==> src/rtl/branch_cmp_seq.sv <==
// branch_cmp_seq: multi-cycle RISC-V branch-condition unit.
//
// Evaluates BEQ/BNE/BLT/BGE/BLTU/BGEU by walking the captured operands one
// byte per cycle, most significant byte first, through a single shared 8-bit
// magnitude comparator. Handshaked request/response interfaces.
//
// Build option:
//   CMP_EARLY_EXIT_EN - when defined, the compare phase ends on the first
//                       unequal byte instead of always walking all N bytes.
//                       Results are identical; only latency differs.
//
// Ports:
//   clk_i        clock
//   rst_ni       synchronous active-low reset
//   req_valid_i  request valid
//   req_ready_o  request ready (idle and not in reset)
//   a_i, b_i     operands rs1 / rs2, captured on accept
//   funct3_i     branch funct3, captured on accept
//   rsp_valid_o  result valid
//   rsp_ready_i  result consumed
//   taken_o      branch condition true
//   eq_o         a == b
//   lt_o         a < b (signed for BLT/BGE, unsigned otherwise)
//   err_o        funct3 is not a branch encoding (010/011)

module branch_cmp_seq #(
    parameter int unsigned WIDTH = 32
) (
    input  logic             clk_i,
    input  logic             rst_ni,
    input  logic             req_valid_i,
    output logic             req_ready_o,
    input  logic [WIDTH-1:0] a_i,
    input  logic [WIDTH-1:0] b_i,
    input  logic [2:0]       funct3_i,
    output logic             rsp_valid_o,
    input  logic             rsp_ready_i,
    output logic             taken_o,
    output logic             eq_o,
    output logic             lt_o,
    output logic             err_o
);

    localparam int unsigned N    = WIDTH / 8;
    localparam int unsigned IdxW = (N > 1) ? $clog2(N) : 1;

    typedef enum logic [1:0] {
        StIdle,
        StCmp,
        StDone
    } state_e;

    state_e            state_q;
    logic [WIDTH-1:0]  a_q;
    logic [WIDTH-1:0]  b_q;
    logic [2:0]        funct3_q;
    logic [IdxW-1:0]   idx_q;
    logic              decided_q;
    logic              lt_acc_q;
    logic              taken_q;
    logic              eq_q;
    logic              lt_q;
    logic              err_q;

    // Byte-slice comparator and next-state helpers
    logic [7:0] byte_a;
    logic [7:0] byte_b;
    logic       is_signed;
    logic       msb_byte;
    logic       byte_eq;
    logic       byte_blt;
    logic       decided_d;
    logic       lt_d;
    logic       last_byte;
    logic       cmp_finish;
    logic       illegal_f3;

    function automatic logic branch_taken(input logic [2:0] f3, input logic eq,
                                          input logic lt);
        logic t;
        t = 1'b0;
        case (f3)
            3'b000:         t = eq;
            3'b001:         t = ~eq;
            3'b100, 3'b110: t = lt;
            3'b101, 3'b111: t = ~lt;
            default:        t = 1'b0;
        endcase
        return t;
    endfunction

    always_comb begin
        byte_a = 8'h00;
        byte_b = 8'h00;
        for (int unsigned i = 0; i < N; i++) begin
            if (idx_q == IdxW'(i)) begin
                byte_a = a_q[i*8 +: 8];
                byte_b = b_q[i*8 +: 8];
            end
        end

        is_signed = (funct3_q == 3'b100) || (funct3_q == 3'b101);
        msb_byte  = (idx_q == IdxW'(N - 1));

        // Flipping the sign bit of the top byte turns a two's-complement
        // compare into an unsigned one, so the one slice serves both.
        if (is_signed && msb_byte) begin
            byte_a[7] = ~byte_a[7];
            byte_b[7] = ~byte_b[7];
        end

        byte_eq  = (byte_a == byte_b);
        byte_blt = (byte_a < byte_b);

        // The first differing byte decides; later bytes cannot override it.
        decided_d = decided_q | ~byte_eq;
        lt_d      = decided_q ? lt_acc_q : (~byte_eq & byte_blt);

        last_byte = (idx_q == '0);
`ifdef CMP_EARLY_EXIT_EN
        cmp_finish = last_byte | ~byte_eq;
`else
        cmp_finish = last_byte;
`endif

        illegal_f3 = (funct3_i[2:1] == 2'b01);
    end

    always_ff @(posedge clk_i) begin
        if (!rst_ni) begin
            state_q   <= StIdle;
            a_q       <= '0;
            b_q       <= '0;
            funct3_q  <= '0;
            idx_q     <= '0;
            decided_q <= 1'b0;
            lt_acc_q  <= 1'b0;
            taken_q   <= 1'b0;
            eq_q      <= 1'b0;
            lt_q      <= 1'b0;
            err_q     <= 1'b0;
        end else begin
            case (state_q)
                StIdle: begin
                    if (req_valid_i) begin
                        a_q       <= a_i;
                        b_q       <= b_i;
                        funct3_q  <= funct3_i;
                        idx_q     <= IdxW'(N - 1);
                        decided_q <= 1'b0;
                        lt_acc_q  <= 1'b0;
                        if (illegal_f3) begin
                            state_q <= StDone;
                            err_q   <= 1'b1;
                            taken_q <= 1'b0;
                            eq_q    <= 1'b0;
                            lt_q    <= 1'b0;
                        end else begin
                            state_q <= StCmp;
                        end
                    end
                end

                StCmp: begin
                    decided_q <= decided_d;
                    lt_acc_q  <= lt_d;
                    idx_q     <= idx_q - IdxW'(1);
                    if (cmp_finish) begin
                        state_q <= StDone;
                        eq_q    <= ~decided_d;
                        lt_q    <= lt_d;
                        taken_q <= branch_taken(funct3_q, ~decided_d, lt_d);
                        err_q   <= 1'b0;
                    end
                end

                StDone: begin
                    // Results stay frozen until the consumer takes them.
                    if (rsp_ready_i) begin
                        state_q <= StIdle;
                        taken_q <= 1'b0;
                        eq_q    <= 1'b0;
                        lt_q    <= 1'b0;
                        err_q   <= 1'b0;
                    end
                end

                default: state_q <= StIdle;
            endcase
        end
    end

    assign req_ready_o = (state_q == StIdle) & rst_ni;
    assign rsp_valid_o = (state_q == StDone);
    assign taken_o     = taken_q;
    assign eq_o        = eq_q;
    assign lt_o        = lt_q;
    assign err_o       = err_q;

endmodule

==> config.mk <==
export PLATFORM = sky130hd
export DESIGN_NAME = branch_cmp_seq
export DESIGN_NICKNAME = d
export VERILOG_FILES = /design/src/rtl/branch_cmp_seq.sv
export SDC_FILE = /design/constraint.sdc
export NUM_CORES = 1
export LEC_CHECK = 0
export ABC_AREA = 1
export CAP_MARGIN = 20
export CORE_ASPECT_RATIO = 1.75
export CORE_MARGIN = 2
export CORE_UTILIZATION = 55
export CTS_CLUSTER_DIAMETER = 120
export DETAILED_ROUTE_END_ITERATION = 6
export GPL_ROUTABILITY_DRIVEN = 1
export GPL_TIMING_DRIVEN = 0
export HOLD_SLACK_MARGIN = 0.08
export PLACE_DENSITY = 0.85
export SLEW_MARGIN = 20
export SYNTH_ARGS = -nofsm -noshare
export SYNTH_HDL_FRONTEND = slang
export SYNTH_SLANG_ARGS = --single-unit
==> constraint.sdc <==
create_clock -name clk_i -period 7.5 [get_ports clk_i]
set_input_delay 0.75 -clock clk_i [delete_from_list [all_inputs] [get_ports clk_i]]
set_output_delay 0.75 -clock clk_i [all_outputs]
set_load 0.02 [all_outputs]
# Word-level counts from Yosys, hierarchy flattened
# Cells that the tools add are included.
dict set report op_classes {
  add_sub_neg 1
  multipliers 0
  div_mod_pow 0
  magnitude_cmp 1
  eq_ne 16
  shift 0
  mux 35
  n_bitwise 8
  reduce_logical 13
}
# op count
set op_table {}
lappend op_table {{two-way mux 8 bit} 8}
lappend op_table {{two-way mux 1 bit} 13}
lappend op_table {{equality test 3 bit, second input constant} 4}
lappend op_table {{one-hot mux 1 bit (3 select lines)} 4}
lappend op_table {{two-way mux 2 bit} 5}
lappend op_table {{equality test 8 bit} 1}
lappend op_table {{less-than comparator 8 bit} 1}
lappend op_table {{equality test 2 x 1 -> 1 bit, second input constant} 3}
lappend op_table {{equality test 2 bit, second input constant} 3}
lappend op_table {{inequality test 2 bit, second input constant} 3}
lappend op_table {{one-hot mux 2 bit (3 select lines)} 1}
lappend op_table {{inverter 1 bit} 5}
lappend op_table {{AND reduction 5 bit} 1}
lappend op_table {{zero test 2 bit} 2}
lappend op_table {{one-hot mux 1 bit (2 select lines)} 2}
lappend op_table {{one-hot mux 1 bit (4 select lines)} 1}
lappend op_table {{one-hot mux 2 bit (2 select lines)} 1}
lappend op_table {{AND reduction 2 bit} 2}
lappend op_table {{OR reduction 2 bit} 2}
lappend op_table {{equality test 3 x 1 -> 1 bit, second input constant} 1}
lappend op_table {{zero test 3 bit} 1}
lappend op_table {{AND reduction 3 bit} 1}
lappend op_table {{nonzero test 3 bit} 1}
lappend op_table {{AND 1 bit} 2}
lappend op_table {{6 further kinds} 6}
dict set report word_totals {
  reg_bits 77
  latch_bits 0
  mem_bits_rw 0
  romBits 0
  input_bits 71
  output_inout_bits 6
  elab_cells 85
  mem_count 0
}

# Depth between registers and ports, before layout
dict set report logic_depth {
  depth_word 15
  depth_mapped 22
}

# Worst setup path after synthesis
# Ideal clock, no wire load.
dict set report synth_path {
  path_type {flip-flop to flip-flop}
  startpoint {register idx_q[1]}
  endpoint {register taken_q (netlist: taken_o)}
  setup_time_ps 66
  arrival_time_ps 2361
  required_ps 7434
  setup_slack_ps 5073
  stages_incl_launch_ff 20
  synth_period_minus_slack_ps 2427
  cell_sequence {dfxtp_1 inv_1 ha_1 clkbuf_2 inv_2 buf_2 nor2_1 o31ai_1 o21ai_0 ha_1 nand2_1 nor2_1 nand2_1 nor2_2 nand2_1 o21ai_0 inv_1 nand3_1 nand2_1 a21oi_2}
}
dict set report synth_between {
  elab_chain_cells 15
}
# element line_no
set synth_lines {}
lappend synth_lines {{start: declaration} 57} ;# logic [IdxW-1:0] idx_q;
lappend synth_lines {{start signal: assignment} 149} ;# idx_q <= IdxW'(N - 1);
lappend synth_lines {{start signal: assignment} 167} ;# idx_q <= idx_q - IdxW'(1);
lappend synth_lines {{parallel branches: the longest is 15 deep, another holds less-than comparator 8 bit} -}
lappend synth_lines {{end signal: assignment} 172} ;# taken_q <= branch_taken(funct3_q, ~decided_d, lt_d);
lappend synth_lines {{end: declaration} 60} ;# logic taken_q;
# Parallel ways; which one is timed is not known. The select of a mux whose other input is x is not followed.
# A chain may end at the register's enable or synchronous reset.

# Worst setup path in the final report
dict set report layout_path {
  startpoint {register idx_q[0]}
  endpoint {register taken_q (netlist: taken_o)}
}
# The elaborated chain is that of the path after synthesis.

==> results.md <==
| Step | Parameter | Reported |
| --- | --- | --- |
| run status | Result of the run | finished, final reports clean |
| timing | Post-layout min period | 3.07 ns |
| place | HPWL after DPL | 8.09 mm |
| flow run | Max-capacitance violation count | 0 |
| timing | Worst max-slew margin expressed relative to the limit | 0.619 |
| cells and area | Share of post-route cells with drive strength above 1 | 0.0614 |
| timing | Final hold slack | 0.477 ns |
| hold path | Hold path depth | 2 |
| cts | Inserted Clock Buffers | 9 |
| cts | Clock Latency Late Sink | 0.33 ns |
| worst setup path | Critical Path Max Stage Delay | 0.35 ns |
| place | Last weighted congestion value of the routability-driven placer | 0.928 |
| worst setup path | Critical Path Source Type | register |
| worst setup path | Largest fanout on the critical path | 10 |
| logic synthesis | Commonest cells post-synth | sky130_fd_sc_hd__nor2_1, sky130_fd_sc_hd__o21ai_0, sky130_fd_sc_hd__dfxtp_1 |
| logic synthesis | Post-Syn Area per Cell | 7.03 sq um |
| power | Power density over cell area | 397 nW/um^2 |
| worst setup path | Type of the setup path with the least slack | reg -> reg |
| timing | Period utilization | 0.410 |
| worst setup path | Worst R2R Start | idx_q[0] |
| cts | Post-CTS Setup Bufs | 0 |
| logic synthesis | Most common cell in the netlist | sky130_fd_sc_hd__nor2_1 |
| worst setup path | CP cell instances | inv_1, ha_1, buf_6, clkbuf_1, a21oi_1, o31ai_1, o21ai_0, ha_1, nand2_1, nor2_1, nand2_1, nor2_2, nand2_1, o21ai_0, inv_1, nand3_1, nand2_1, a21oi_2 |
| timing | Pins Over Slew Limit | 0 |
| logic synthesis | Top cells by area in the synthesized netlist | sky130_fd_sc_hd__dfxtp_1, sky130_fd_sc_hd__nor2_1, sky130_fd_sc_hd__o21ai_0 |
| logic synthesis | Leading area contributor after synthesis | sky130_fd_sc_hd__dfxtp_1 |
| grt | GR Overflow Total | 0 |
| cts | Clk sinks | 77 |
| cells and area | Core occupancy in the finished layout | 0.735 |
| timing | Final Hold Vio Count | 0 |
| logic synthesis | Total nets after synthesis | 601 |
| grt | Antenna violations before repair | 0 |
| timing | Post-route setup TNS | 0 ns |
| logic synthesis | Synthesized instance count | 514 |
| worst setup path | Library cell contributing the largest single delay on the critical path | sky130_fd_sc_hd__clkbuf_1 |
| logic synthesis | Flop and latch count out of synthesis | 77 |
| cts | H-tree depth | 3 |
| logic synthesis | Prevailing post-synth register cell | sky130_fd_sc_hd__dfxtp_1 |
| place | Cell count after placement | 671 |
| cts | Cells resized by post-CTS repair | 0 |
| power | Maximum ir drop on the vdd rail | 0.000266 V |
| floorplan | Die footprint | 7260 sq um |
| cells and area | Total of fill cells in the finished design | 528 |
| floorplan | Cell Rows | 39 |
| routing | Drt via density | 5.44 |
| timing | Actual transition at the worst max-transition pin | 0.567 ns |
| worst setup path | Endpoint class of the critical path | register |
| cells and area | Combined area of the multi-input logic cells | 1840 sq um |
| cells and area | Cell Count, Final, Fillers Out | 685 |
| floorplan | Core ar. | 6440 sq um |
| floorplan | Horizontal die dimension | 65.3 um |
| routing | DR WL/cell | 15.3 um |
| grt | Total routing resource utilization after global routing | 0.301 |
| grt | Number of global-route vias before repair | 3733 |
| routing | Starting DRT DRC Count | 323 |
| routing | DRC Markers | 0 |
| worst setup path | Family with the most delay on the worst path | compound AO/OA/AOI/OAI gates |
| routing | Total Routed Length | 10.5 mm |
| timing | Setup-violating endpoint count in the final report | 0 |
| logic synthesis | Count of different cell masters after synthesis | 30 |
| hold path | Hold path start | eq_o |
| logic synthesis | Number of enable-type register cells in the synthesized netlist | 0 |
| floorplan | Count of pins on the block boundary | 77 |
| floorplan | Initial core utilization | 0.561 |
| hold path | Endpoint of the worst hold path | eq_o |
| grt | Global-route wire length before repair | 16.7 mm |
| logic synthesis | Sequential fraction of the synthesis area | 0.426 |
| cts | Cell at the root of the clock tree | sky130_fd_sc_hd__clkbuf_16 |
| floorplan | Die Y-Extent | 111 um |
| place | Number of input and output port buffers inserted | 75 |
| routing | Vias after detailed routing | 3724 |
| worst setup path | Register-to-register path setup slack | 4.43 ns |
| cts | Buffer depth of the longest clock path | 2 |
| worst setup path | Data arrival time of the worst path | 3.34 ns |
| routing | First drt pass iteration count | 6 |
| cts | TritonCTS clock tree | yes |
| worst setup path | Critical register-to-register path endpoint | taken_o |
| timing | Maximum clock frequency | 0.326 GHz |
| cells and area | Net count of the finished layout | 687 |
| logic synthesis | Proportion of netlist area held by the largest area contributor | 0.426 |
| logic synthesis | Warnings, synthesis | 0 |
| cells and area | Layout overhead on the synthesized area | 31.0% |
| cells and area | Antenna diode instance count | 0 |
| worst setup path | Most repeated library cell on the critical path | sky130_fd_sc_hd__nand2_1 |
| cells and area | Seq. cell area | 1540 sq um |
| cts | Cts-stage hold buffer count | 0 |
| hold path | Type of the tightest min-delay check | reg -> reg |
| timing | Setup repair after global routing missed its margin | false |
| logic synthesis | Fraction of registers with async set or reset after synthesis | 0 |
| worst setup path | Path depth of the worst reg2reg path | 18 |
| routing | Antenna Violating Nets Remaining | 0 |
| logic synthesis | Post-Synthesis Cell Area | 3610 sq um |
| worst setup path | Buffers and inverters on the worst path | 4 |
| worst setup path | Required time of the worst setup path | 7.77 ns |
| grt | Pin count of the biggest net entering global routing | 12 |
| cts | Clock slew at reported path FFs | 0.06 ns |
| timing | Setup Skew | 0.00341 ns |
| power | Total leakage power | 1.98 nW |
worst reg2reg max path, delay by kind of cell (launching register included):
kind / cells / cell delay (ns)
AOI/OAI and AO/OA: 5 / 0.79
and+or+nand+nor: 7 / 0.74
buffers and inverters: 4 / 0.67
adders and majority gates: 2 / 0.49
DFF: 1 / 0.32
metal layers:
metal / GRT usage / wire length, um / vias to the layer above
met4: 0.181 / 550 / 0
met5: 0 / 0 / -
met3: 0.0650 / 416 / 39
li1: - / - / 1856
met1: 0.304 / 3790 / 1701
met2: 0.543 / 5740 / 128
flip-flops by register name, summed over array words and instances (netlist names):
signal and count:
taken_o 1, a_q 32, lt_o 1, err_o 1, lt_acc_q 1, funct3_q 3, state_q 2, b_q 32
eq_o 1, idx_q 2, decided_q 1
cell type report:
type / instances / share of cell area
repair buffers: 75 / 0.159
clock inverters: 1 / 0.00159
plain buffers: 32 / 0.0304
flip-flops and latches: 77 / 0.325
well taps: 82 / 0.0217
clock buffers: 13 / 0.0550
multi-input cells: 380 / 0.388
inverters: 25 / 0.0198
cell families after synthesis:
family	synth area share
AND/OR/NAND/NOR	0.244
flip-flops	0.426
buffers and inverters	0.0658
adder cells (fa/ha/maj)	0.0554
AO/OA/AOI/OAI	0.204
XOR/XNOR	0.00485
per-stage QoR:
stage,setup slack [ns],power (mW),cell area (sq um)
floorplan,5.07,1.21,3610
global placement,4.52,1.44,4470
detailed placement,4.49,1.48,4470
CTS,4.46,1.88,4740
global route,4.07,2.03,4740
finish,4.43,1.88,4740
cell usage in the layout (no fill, tap or decap), types with 4 or more instances in the layout:
master,synthesis,final
sky130_fd_sc_hd__clkdlybuf4s50_1,0,75
sky130_fd_sc_hd__inv_2,5,5
sky130_fd_sc_hd__nor2_1,149,149
sky130_fd_sc_hd__buf_2,9,9
sky130_fd_sc_hd__o21ai_0,95,95
sky130_fd_sc_hd__a21oi_1,34,34
sky130_fd_sc_hd__nand2_1,46,46
sky130_fd_sc_hd__o31ai_1,4,4
sky130_fd_sc_hd__clkbuf_1,19,21
sky130_fd_sc_hd__dfxtp_1,77,77
sky130_fd_sc_hd__inv_1,20,20
sky130_fd_sc_hd__nand3_1,18,18
sky130_fd_sc_hd__ha_1,16,16
sky130_fd_sc_hd__clkbuf_16,0,9
worst max-delay path by stage:
stage / from / to / slack (ns) / cells after the start
6_report: idx_q[0] / taken_o / 4.43 / 18
3_3_place_gp: idx_q[0] / taken_o / 4.52 / 18
2_1_floorplan: idx_q[1] / taken_o / 5.07 / 19
3_5_place_dp: idx_q[1] / taken_o / 4.49 / 18
4_1_cts: idx_q[0] / taken_o / 4.46 / 18
5_1_grt: idx_q[0] / taken_o / 4.07 / 18
power breakdown:
| part | internal [mW] | switching (mW) | total [mW] |
|---|---|---|---|
| registers | 0.527 | 0.0710 | 0.598 |
| clock network | 0.238 | 0.155 | 0.394 |
| logic | 0.327 | 0.564 | 0.891 |
| total | 1.09 | 0.790 | 1.88 |
Power figures use the tool's default switching activity.
